[src/rtl/operand_input_reg.sv]
// rtl/operand_input_reg.sv - serial-to-parallel capture of an A/B operand pair, LSB first
module operand_input_reg #(
    parameter int WIDTH = 32
) (
    input  logic             clk_in,
    input  logic             rst_in,
    input  logic             serial_in,
    input  logic             serial_valid_in,
    input  logic             clr_in,
    input  logic             output_read_in,
    output logic             input_rdy,
    output logic             output_rdy,
    output logic             loading_b,
    output logic [WIDTH-1:0] operand_a,
    output logic [WIDTH-1:0] operand_b
);

    localparam int CW = (WIDTH > 1) ? $clog2(WIDTH) : 1;

    localparam logic [1:0] LOAD_A = 2'd0;
    localparam logic [1:0] LOAD_B = 2'd1;
    localparam logic [1:0] FULL   = 2'd2;

    localparam logic [CW-1:0] LAST_BIT = CW'(WIDTH - 1);

    logic [1:0]       state, state_nxt;
    logic [CW-1:0]    cnt, cnt_nxt;
    logic [WIDTH-1:0] shreg, shreg_nxt, shifted;
    logic             load_a, load_b;

    always_comb begin
        shifted   = {serial_in, shreg[WIDTH-1:1]};
        state_nxt = state;
        cnt_nxt   = cnt;
        shreg_nxt = shreg;
        load_a    = 1'b0;
        load_b    = 1'b0;
        if (clr_in) begin
            state_nxt = LOAD_A;
            cnt_nxt   = '0;
            shreg_nxt = '0;
        end else if (state == FULL) begin
            if (output_read_in)
                state_nxt = LOAD_A;
        end else if (serial_valid_in) begin
            shreg_nxt = shifted;
            if (cnt == LAST_BIT) begin
                // Word complete: the operand takes the shifted value, not the stale register
                cnt_nxt = '0;
                if (state == LOAD_A) begin
                    load_a    = 1'b1;
                    state_nxt = LOAD_B;
                end else begin
                    load_b    = 1'b1;
                    state_nxt = FULL;
                end
            end else begin
                cnt_nxt = cnt + 1'b1;
            end
        end
    end

    // Status flags are registered from the next state so outputs never see inputs combinationally
    always_ff @(posedge clk_in or posedge rst_in) begin
        if (rst_in) begin
            state      <= LOAD_A;
            cnt        <= '0;
            shreg      <= '0;
            operand_a  <= '0;
            operand_b  <= '0;
            input_rdy  <= 1'b1;
            output_rdy <= 1'b0;
            loading_b  <= 1'b0;
        end else begin
            state      <= state_nxt;
            cnt        <= cnt_nxt;
            shreg      <= shreg_nxt;
            input_rdy  <= (state_nxt != FULL);
            output_rdy <= (state_nxt == FULL);
            loading_b  <= (state_nxt == LOAD_B);
            if (load_a)
                operand_a <= shifted;
            if (load_b)
                operand_b <= shifted;
        end
    end

endmodule

[config.mk]
export PLATFORM = sky130hd
export DESIGN_NAME = operand_input_reg
export DESIGN_NICKNAME = d
export VERILOG_FILES = /design/src/rtl/operand_input_reg.sv
export SDC_FILE = /design/constraint.sdc
export NUM_CORES = 1
export LEC_CHECK = 0
export ABC_AREA = 1
export CORE_MARGIN = 2
export CORE_UTILIZATION = 52
export DETAILED_ROUTE_END_ITERATION = 6
export GPL_ROUTABILITY_DRIVEN = 0
export MAX_ROUTING_LAYER = met4
export PLACE_DENSITY_LB_ADDON = 0.12
export SYNTH_ARGS = -nofsm -noshare
export SYNTH_HDL_FRONTEND = slang
export SYNTH_SLANG_ARGS = --single-unit
[constraint.sdc]
create_clock -name clk_in -period 4 [get_ports clk_in]
set_input_delay 0.4 -clock clk_in [delete_from_list [all_inputs] [get_ports clk_in]]
set_output_delay 0.4 -clock clk_in [all_outputs]
set_load 0.05 [all_outputs]
Word level (Yosys, flattened, before mapping)
Index checks and enable logic that the tools add are counted.

cells by class
  add/subtract/negate cells = 1
  multiply operators = 0
  div/mod/pow operators = 0
  order comparisons = 0
  equal/unequal tests = 6
  shifts and indexed selects = 0
  mux-type cells = 23
  bitwise logic cells = 0
  reduce and logical (&&, ||, !) cells = 3

operators with widths
  operator             number
  $mux 32              3
  $mux 5               4
  $mux 2               6
  $mux 1               10
  $add 5x1->5 const B  1
  $eq 5x5->1 const B   1
  $eq 2x2->1 const B   2
  $ne 2x2->1 const B   2
  $eq 2x1->1 const B   1
  $logic_not 2->1      1
  $reduce_and 2->1     1
  $reduce_bool 2->1    1

storage, ports and cells
  register bits after elaboration = 106
  bits in latches = 0
  RAM bits = 0
  bits in read-only memories = 0
  bits of input ports = 6
  output and inout port bits = 67
  word-level logic and storage cells = 41
  memories kept = 0

Logic depth before layout (Yosys ltp)
  depth after elaboration = 7
  depth in mapped cells = 11

Least setup slack after synthesis
OpenSTA, ideal clock, no wires.

  path kind = reg2reg
  start = reg cnt[0]
  end = reg operand_a[19]
  setup time = 130 ps
  data arrival time = 1477 ps
  setup slack = 2393 ps
  stages on the path, launching flop included = 12
  path buffers = 2
  cell sequence = dfrtp_1 ha_1 inv_1 nor3_1 ha_1 nand2_2 clkinv_2 nand3_2 buf_6 buf_6 nand2_1 o21ai_0

between the ends
  cells in the longest elaborated chain, start to end = 5

RTL lines
  what                      line  source
  start: declaration        27    logic [CW-1:0] cnt, cnt_nxt;
  start signal: assignment  76    cnt <= cnt_nxt;
  $eq 5x5->1                47    if (cnt == LAST_BIT) begin
  $mux 1                    47
  $mux 1                    45    end else if (serial_valid_in) begin
  $mux 1                    42    end else if (state == FULL) begin
  $mux 1                    38    if (clr_in) begin
  end signal: assignment    82    operand_a <= shifted;
  end: declaration          14    output logic [WIDTH-1:0] operand_a,

No other way between the ends.
A chain may end at the register's enable or synchronous reset.

Worst setup path after layout
  start = reg cnt[0]
  end = reg operand_a[29]

Same word-level chain as after synthesis.

==> impl_metrics.json <==
{
  "nets": 484,
  "gr-total-overflow": 0,
  "max_freq_mhz": 394,
  "critPathKind": "reg -> reg",
  "rows": 33,
  "leakagePower_nw": 2.28,
  "rsz0062_at_grt": "false",
  "h-tree-depth": 3,
  "p_int_mw": 1.43,
  "ir_drop_mv": 0.210,
  "pre_cts_ws_ns": 1.43,
  "path_max_fanout": 36,
  "pwr-share-clk_pct": 38.6,
  "slew_violations": 0,
  "max_slew.worst_pin.slew_ns": 0.812,
  "switching_power_mw": 0.410,
  "ctsLongestPathBuffers": 2,
  "hold_viol_final": 0,
  "wire_per_inst_um": 13.4,
  "final.setup_skew_ns": 0.0118,
  "ys_ff_latch": 105,
  "fill_cells": 696,
  "maxCapViolCount": 0,
  "multi_input_area_um2": 1280,
  "syn-cell-area_um2": 4260,
  "layout_common_cells": "dfrtp_1, nand2_1, clkdlybuf4s50_1, inv_1",
  "grt_start_max_net_pins": 69,
  "synth_largest_area_cell": "dfrtp_1",
  "grt_usage_pct": 19.9,
  "synth_area_leaders": "dfrtp_1, o21ai_2, nand2_1",
  "setup_violations": 0,
  "tns_ns": 0,
  "yosysTopAreaCellShare_pct": 61.0,
  "cts_tree": "done",
  "fin_hold_ws_ns": 0.488,
  "syn2layout_area_growth_pct": 21.7,
  "clkTransAtPathRegs_ns": 0.09,
  "cts_made_buffers": 9,
  "powerDensity_nw_per_um2": 355,
  "yosysWarnings": 0,
  "hold_buffers": 0,
  "end_kind": "register",
  "arrival_ns": 2.78,
  "pwr-share-seq_pct": 58.0,
  "post_cts_resized": 0,
  "drtAntennaViolNets": 0,
  "ys_seq_area_share_pct": 61.6,
  "crit_chain": "ha_1 > inv_1 > nor3_1 > ha_1 > nand2_2 > clkinv_2 > nand3_2 > buf_4 > nand2_1 > o21ai_2",
  "slowest_stage": "buf_4",
  "syn_nets": 420,
  "core-area_um2": 8090,
  "firstDrtPassIters": 6,
  "drc": 0,
  "fin_crit_sh_pct": 63.4,
  "cts_num_sinks": 105,
  "dieArea_um2": 8940,
  "cts_root_buf": "clkbuf_8",
  "slew_headroom_pct": 45.8,
  "timing.critical_path.slowest_cell_delay_ns": 0.50,
  "startpoint_type": "register",
  "grt_pass1_wl_um": 13500,
  "layout_commonest_cell": "dfrtp_1",
  "antenna_cells": 0,
  "drt-initial-drc-count": 133,
  "vias": 2959,
  "register_area_um2": 2630,
  "via_per_inst": 5.05,
  "critPathTopFamily": "simple AND/OR/NAND/NOR gates",
  "die_y_um": 94.6,
  "postLayoutCoreUtil_pct": 64.1,
  "swShare_pct": 22.3,
  "hold_path.class": "reg -> reg",
  "layout-drive-gt1-share_pct": 15.2,
  "drt_wl_total_um": 7880,
  "path_buf_inv": 3,
  "fin_ws_ns": 1.46,
  "syn_inst": 412,
  "io_buffer_count": 72,
  "required_ns": 4.24,
  "start_util_pct": 52.7,
  "antenna_found_initial": 0,
  "clkLatencyLatePin_ns": 0.36,
  "avgSynthCellArea_um2": 10.3,
  "dieWidth_um": 94.6,
  "synth_cell_type_count": 24,
  "grt_pass1_vias": 2930,
  "postCtsSetupRepairBufs": 0,
  "cpMostUsedCell": "ha_1",
  "combPwrFrac_pct": 3.4,
  "outcome": "completed",
  "ios": 73,
  "dpl.hpwl_um": 5220,
  "period_needed_ns": 2.54
}
==> state kept, by name (all words and copies together) (netlist names) <==
signal	flops
output_rdy	1
cnt	5
state	2
shreg	31
loading_b	1
operand_a	32
operand_b	32
input_rdy	1
==> synth_stat cells (all sizes together) <==
| cell type | number |
|---|---|
| inv | 48 |
| clkbuf | 3 |
| nand4 | 2 |
| ha | 2 |
| nand3 | 34 |
| buf | 19 |
| dfrtp | 104 |
| nor3 | 1 |
| a21boi | 1 |
| dfstp | 1 |
| o21ai | 96 |
| nand2 | 94 |
| nor2 | 6 |
| clkinv | 1 |
==> metrics by stage <==
step	power, mW	cell area (µm²)	std cells
3_3_place_gp	1.15	4970	570
4_1_cts	1.87	5190	586
3_5_place_dp	1.15	4970	570
5_1_grt	1.91	5190	586
6_report	1.84	5190	586
2_1_floorplan	1.14	4260	412
==> cell type report <==
type                            count  area share (%)
Clock buffer                       10            2.46
Clock inverter                      6            1.76
Inverter                           49            3.62
Multi-Input combinational cell    236            24.7
Sequential cell                   105            50.7
Tap cell                          105            2.53
Timing Repair Buffer               75            14.3
==> final timing paths <==
| path | start | endpoint | slack, ns | cells past startpoint |
|---|---|---|---|---|
| max | cnt[0] | operand_a[29] | 1.46 | 10 |
| min in group asynchronous | rst_in | operand_a[12] | 0.54 | 2 |
| max in group asynchronous | rst_in | operand_a[9] | 2.68 | 3 |
| min reg2reg | operand_a[1] | operand_a[1] | 0.49 | 2 |
| max reg2reg | cnt[0] | operand_a[29] | 1.46 | 10 |
| min | operand_a[1] | operand_a[1] | 0.49 | 2 |
==> kinds of logic after synthesis <==
kind of cell / synth area share, %
DFF: 61.6
adders and majority gates: 0.587
and+or+nand+nor: 14.0
AOI/OAI and AO/OA: 15.4
buffers and inverters: 8.33
==> worst reg2reg max path: cells and delay by family (launching register included) <==
kind | cells | cell delay, ns
and+or+nand+nor | 4 | 0.89
buffers and inverters | 3 | 0.65
adders and majority gates | 2 | 0.43
DFF | 1 | 0.41
AOI/OAI and AO/OA | 1 | 0.05
==> power by group through the flow <==
stage	sequential [mW]	combinational, mW	clock [mW]
after global routing	1.07	0.0722	0.772
after global placement	1.09	0.0636	0
after detailed placement	1.09	0.0653	0
after CTS	1.07	0.0654	0.732
after floorplan	1.09	0.0490	0
final	1.07	0.0627	0.712
==> layer usage <==
metal  up-vias  track usage [%]  wire length (µm)
li1       1454                -                 -
met5         -                -                 0
met3        12             2.87               221
met1      1445             24.8              3690
met4         0             7.97               135
met2        48             33.2              3830
Power figures use the tool's default switching activity.
